[src/rtl/tqvp_vga_copper.sv]
// Raster-synchronised display-list sequencer ("copper") for the TinyQV VGA peripheral.
// Replays {scanline, register, value} entries each frame as config writes, sharing the port with the CPU.
module tqvp_vga_copper #(
    parameter int ENTRIES = 8,
    parameter int Y_W     = 10,
    localparam int IDX_W  = $clog2(ENTRIES)
) (
    input  logic             clk,
    input  logic             rst_n,
    input  logic             en,
    input  logic             prog_we,
    input  logic [IDX_W-1:0] prog_idx,
    input  logic [Y_W+10:0]  prog_data,
    input  logic             frame_start,
    input  logic             new_scanline,
    input  logic [Y_W-1:0]   vga_y,
    input  logic             cpu_cfg_we,
    input  logic [1:0]       cpu_cfg_sel,
    input  logic [8:0]       cpu_cfg_data,
    output logic             cfg_we,
    output logic [1:0]       cfg_sel,
    output logic [8:0]       cfg_data,
    output logic             busy,
    output logic             list_done
);

    typedef enum logic [2:0] {ST_IDLE, ST_CHECK, ST_WAIT, ST_ISSUE, ST_DONE} state_t;

    localparam logic [Y_W-1:0]   EOL  = '1;
    localparam logic [IDX_W-1:0] LAST = IDX_W'(ENTRIES - 1);

    state_t           state_q, state_d;
    logic [IDX_W-1:0] ptr_q, ptr_d;
    logic [Y_W-1:0]   cur_line;

    logic [Y_W-1:0]   tbl_y   [ENTRIES];
    logic [1:0]       tbl_sel [ENTRIES];
    logic [8:0]       tbl_val [ENTRIES];

    logic             cfg_we_d, busy_d, list_done_d, copper_emit;
    logic [1:0]       cfg_sel_d;
    logic [8:0]       cfg_data_d;

    // NOTE: only the y field is reset (to the end-of-list marker); payload storage needs no reset.
    always_ff @(posedge clk) begin
        if (!rst_n) begin
            for (int i = 0; i < ENTRIES; i++) tbl_y[i] <= EOL;
        end else if (prog_we) begin
            tbl_y[prog_idx] <= prog_data[Y_W+10:11];
        end
    end

    always_ff @(posedge clk) begin
        if (prog_we) begin
            tbl_sel[prog_idx] <= prog_data[10:9];
            tbl_val[prog_idx] <= prog_data[8:0];
        end
    end

    // frame_start wins over a simultaneous new_scanline.
    always_ff @(posedge clk) begin
        if (!rst_n)            cur_line <= '0;
        else if (frame_start)  cur_line <= '0;
        else if (new_scanline) cur_line <= vga_y;
    end

    always_ff @(posedge clk) begin
        if (!rst_n) begin
            state_q   <= ST_IDLE;
            ptr_q     <= '0;
            cfg_we    <= 1'b0;
            cfg_sel   <= '0;
            cfg_data  <= '0;
            busy      <= 1'b0;
            list_done <= 1'b0;
        end else begin
            state_q   <= state_d;
            ptr_q     <= ptr_d;
            cfg_we    <= cfg_we_d;
            cfg_sel   <= cfg_sel_d;
            cfg_data  <= cfg_data_d;
            busy      <= busy_d;
            list_done <= list_done_d;
        end
    end

    // NOTE: every combinational output gets a default first, so no path can infer a latch.
    always_comb begin
        state_d = state_q;
        ptr_d   = ptr_q;
        if (!en) begin
            state_d = ST_IDLE;
        end else if (frame_start) begin
            state_d = ST_CHECK;
            ptr_d   = '0;
        end else begin
            unique case (state_q)
                ST_CHECK: begin
                    if (tbl_y[ptr_q] == EOL)            state_d = ST_DONE;
                    else if (tbl_y[ptr_q] <= cur_line) state_d = ST_ISSUE;
                    else                                state_d = ST_WAIT;
                end
                ST_WAIT:  if (new_scanline) state_d = ST_CHECK;
                ST_ISSUE: begin
                    if (!cpu_cfg_we) begin
                        if (ptr_q == LAST) begin
                            state_d = ST_DONE;
                        end else begin
                            state_d = ST_CHECK;
                            ptr_d   = ptr_q + 1'b1;
                        end
                    end
                end
                default: state_d = state_q;
            endcase
        end
    end

    // CPU has fixed priority; a copper write is granted only in an uninterrupted ISSUE cycle.
    always_comb begin
        copper_emit = en && !frame_start && !cpu_cfg_we && (state_q == ST_ISSUE);
        cfg_we_d    = 1'b0;
        cfg_sel_d   = cfg_sel;
        cfg_data_d  = cfg_data;
        if (cpu_cfg_we) begin
            cfg_we_d   = 1'b1;
            cfg_sel_d  = cpu_cfg_sel;
            cfg_data_d = cpu_cfg_data;
        end else if (copper_emit) begin
            cfg_we_d   = (tbl_sel[ptr_q] != 2'd3);
            cfg_sel_d  = tbl_sel[ptr_q];
            cfg_data_d = tbl_val[ptr_q];
        end
        busy_d      = (state_d == ST_CHECK) || (state_d == ST_ISSUE);
        list_done_d = (state_d == ST_DONE) && (state_q != ST_DONE);
    end

endmodule
[config.mk]
export PLATFORM = sky130hd
export DESIGN_NAME = tqvp_vga_copper
export DESIGN_NICKNAME = d
export VERILOG_FILES = /design/src/rtl/tqvp_vga_copper.sv
export SDC_FILE = /design/constraint.sdc
export NUM_CORES = 1
export LEC_CHECK = 0
export BUFFER_PORTS_ARGS = -buffer_cell sky130_fd_sc_hd__buf_2
export CAP_MARGIN = 20
export CORE_ASPECT_RATIO = 0.8
export CORE_MARGIN = 10
export CORE_UTILIZATION = 54
export DETAILED_ROUTE_END_ITERATION = 6
export PLACE_DENSITY_LB_ADDON = 0.25
export SYNTH_ARGS = -nofsm -noshare
export SYNTH_HDL_FRONTEND = slang
export SYNTH_SLANG_ARGS = --single-unit
export TNS_END_PERCENT = 5
[constraint.sdc]
create_clock -name clk -period 2.7 [get_ports clk]
set_clock_uncertainty 0.2 [all_clocks]
set_input_delay 0.27 -clock clk [delete_from_list [all_inputs] [get_ports clk]]
set_output_delay 0.27 -clock clk [all_outputs]
set_load 0.1 [all_outputs]
==> results.md <==
* Share of layout cells above drive strength 1 at 0.3188
* Critical Path Fanout Max at 9
* Setup_tns at -0.2558 ns
* Die Y at 132.5 um
* Crit path required time at 2.87 ns
* Xor and xnor area share after synthesis at 0
* Largest net degree at the start of global routing at 31
* Fmax at 346.3 MHz
* Cells along the critical path: buf_12 > mux4_2 > mux2_4 > ha_4 > nand2_2 > o21a_1 > a32o_1 > a21o_1 > a32o_1 > a21boi_0
* Yosys reg bits at 201
* Cell depth of the worst flop-to-flop path at 10
* CTS buffer count at 20
* Most frequent CP cell: a32o_1
* Minimum clock period at 2.887 ns
* FILL cells at 1051
* Synth top area share at 0.5908
* Initial antenna violation count at 1
* Tcrit/Tclk final at 1.069
* Vias in the first global route at 5467
* Outcome: complete, but fails checks
* Failing checks: negative setup slack
* FF-to-FF End: busy$_SDFF_PN0_
* Initial Utilization at 0.5458
* Drt pass-1 iters at 7
* Crit path kind: reg2reg
* Storage element area at 5713 um2
* # rows at 41
* Critical Path Max Stage Delay at 0.49 ns
* Initial DRC Count at 448
* GRT Total Usage at 0.1884
* Synth warn at 0
* Netlist Area Pre-Place at 8539 um2
* Nets at 740
* Synth Area in Adders at 0.01758
* Cell count after synthesis at 542
* Largest family of logic cells by synthesized area: multiplexers
* IO Port Bufs at 65
* Post-DP HPWL at 13110 um
* Sequential-to-total area share from yosys stat at 0.6681
* Worst slew pin tran at 0.9537 ns
* Finished Cell Area at 10470 um2
* DRT Wirelength at 20310 um
* Gr ovfl total at 0
* Cell taking the most area after synthesis: edfxtp_1
* Mapped Nets at 606
* TritonCTS clock tree: yes
* Leak at 3.580 nW
* Yosys cell types at 41
* I/O Pins at 66
* Post-Synth Simple-Gate Area at 0.1064
* Syn Area/Cell at 15.76 um2
* Crit path depth at 10
* Pwr dens at 630.3 nW/um2
* CP endpoint kind: flip-flop
* Post-layout util at 0.6690
* Die W at 160.6 um
* CP endpoint: busy$_SDFF_PN0_
* Clock transition at path regs at 0.06 ns
* Final hold violations at 0
* CP bufs+invs at 1
* Maxcap violations at 0
* Pre-CTS WS at -0.2685 ns
* Slowest-stage cell, CP: mux4_2
* Commonest non-fill, non-tap cell in the layout: edfxtp_1
* RePlAce Congestion at 0.8277
* Type of the worst min-delay path: in2reg
* Area delta synth->final at 22.58%
* DP Area at 9374 um2
* FF-to-FF setup slack at -0.19 ns
* Max Buffers Root-to-Sink at 3
* Compound-Gate Fraction of Synth Area at 0.03985
* Multi-input logic area at 2738 um2
* Top delay family on crit path: compound AO/OA/AOI/OAI gates
* First-pass GRT wire length at 31650 um
* Final setup margin at -0.1873 ns
* Post-synthesis mux area share at 0.1453
* Routed len/inst at 22.49 um
* Die area at 21270 um2
* Startpoint Class: flip-flop
* Setup violations, final at 3
* Max VDD drop at 0.5022 mV
* Routed Antenna Nets at 0
* Core area at 15650 um2
* Skew-Pair Late Insertion Delay at 0.49 ns
* Root buffer cell: clkbuf_16
* Via density at 5.899
* RSZ-0062 raised after global routing: yes
* Commonest non-fill, non-tap cells in the layout: 168 x edfxtp_1, 65 x buf_2, 63 x or3_1
* # clock sinks at 201
* Via count at 5327
* DR DRC count at 0
* H-Tree Level Count at 1
* Relative slew slack at 0.3558
* Crit path DAT at 3.05 ns
* Hold Slack at 0.01797 ns
* Top cells by area, synth: edfxtp_1 59%, mux4_2 9.5%, dfxtp_1 7.7%
* Slew Viols, Final at 0
sequential cells by signal (all words and copies together), names as in the netlist, 2 cells and up, named ones only:
signal    cells
cfg_data      9
cfg_sel       2
cur_line     10
ptr_q         3
state_q       3
tbl_sel      16
tbl_val      72
tbl_y        80
cell families after synthesis:
group	after synthesis
buffers and inverters	47
flip-flops	201
AND/OR/NAND/NOR	163
multiplexers	73
adder cells (fa/ha/maj)	12
AO/OA/AOI/OAI	46
worst min path at each step:
stage | start | to | slack, ns | cells after the start
finish | prog_data[13] | tbl_y[4][2]$_SDFFCE_PN1P_ | 0.02 | 2
global route | prog_data[13] | tbl_y[4][2]$_SDFFCE_PN1P_ | 0.02 | 2
floorplan | prog_data[9] | tbl_sel[0][0]$_DFFE_PP_ | 0.17 | 0
detailed placement | cfg_data[2]$_SDFFE_PN0P_ | cfg_data[2]$_SDFFE_PN0P_ | 0.29 | 2
CTS | prog_data[13] | tbl_y[4][2]$_SDFFCE_PN1P_ | 0.003 | 2
global placement | cfg_data[2]$_SDFFE_PN0P_ | cfg_data[2]$_SDFFE_PN0P_ | 0.27 | 2
power by group:
group / total (W) / switching [W] / internal [W]
clock: 0.00253 / 0.00109 / 0.00144
combinational: 0.000523 / 0.000316 / 0.000206
sequential: 0.00355 / 0.0000462 / 0.00350
total: 0.00660 / 0.00146 / 0.00514
routing by layer:
| metal | GRT usage | vias up | routed length [um] |
|---|---|---|---|
| met3 | 0.04030 | 28 | 1823 |
| met5 | 0 | - | 0 |
| li1 | - | 2391 | - |
| met1 | 0.2646 | 2668 | 8554 |
| met2 | 0.2946 | 240 | 9535 |
| met4 | 0.04481 | 0 | 395 |
through the flow:
step	power [W]	instances
3_3_place_gp	0.004043	825
4_1_cts	0.006610	902
6_report	0.006598	903
3_5_place_dp	0.004071	825
2_1_floorplan	0.003872	542
5_1_grt	0.006790	903
worst register-to-register path: cells and delay by family (launching register included):
kind / cells / cell delay [ns]
AOI/OAI and AO/OA: 5 / 0.88
muxes: 2 / 0.82
DFF: 1 / 0.40
adders and majority gates: 1 / 0.28
buffers and inverters: 1 / 0.14
and+or+nand+nor: 1 / 0.05
cell type report:
type	instances	share of cell area
antenna	1	0.0002391
clock buffer	27	0.05331
clock inverter	6	0.002271
inverter	13	0.004662
multi-input combinational	294	0.2615
sequential	201	0.5458
tap	215	0.02570
timing repair buffer	146	0.1065
Yosys cell counts (all sizes together):
| library cell | n |
|---|---|
| a211oi | 3 |
| a21boi | 1 |
| a21o | 3 |
| a21oi | 8 |
| a221oi | 2 |
| a222oi | 9 |
| a22oi | 3 |
| a32o | 2 |
| a41oi | 1 |
| and2 | 1 |
| and3 | 1 |
| and4b | 1 |
| buf | 11 |
| clkbuf | 23 |
| dfxtp | 33 |
| edfxtp | 168 |
| ha | 12 |
| inv | 13 |
| mux2 | 22 |
| mux2i | 13 |
| mux4 | 38 |
| nand2 | 8 |
| nand2b | 9 |
| nand3 | 1 |
| nand3b | 2 |
| nand4 | 3 |
| nor2 | 38 |
| nor2b | 4 |
| nor3 | 8 |
| o211ai | 1 |
| o21a | 2 |
| o21ai | 7 |
| o22ai | 3 |
| o31ai | 1 |
| or2 | 22 |
| or3 | 63 |
| or4 | 1 |
| or4b | 1 |
what timing repair did:
| item | 4_1_cts | 5_1_grt |
|---|---|---|
| pin swaps | 1 | 2 |
| resized for setup | 8 | 5 |
| hold buffers | 43 | 0 |
| buffers inserted | 1 | 0 |
| cloned | 0 | 0 |
| endpoints found under the hold margin | 184 | 0 |
| endpoints found under the setup margin | 3 | 5 |
Note: power is estimated with default switching activity, not from simulation.
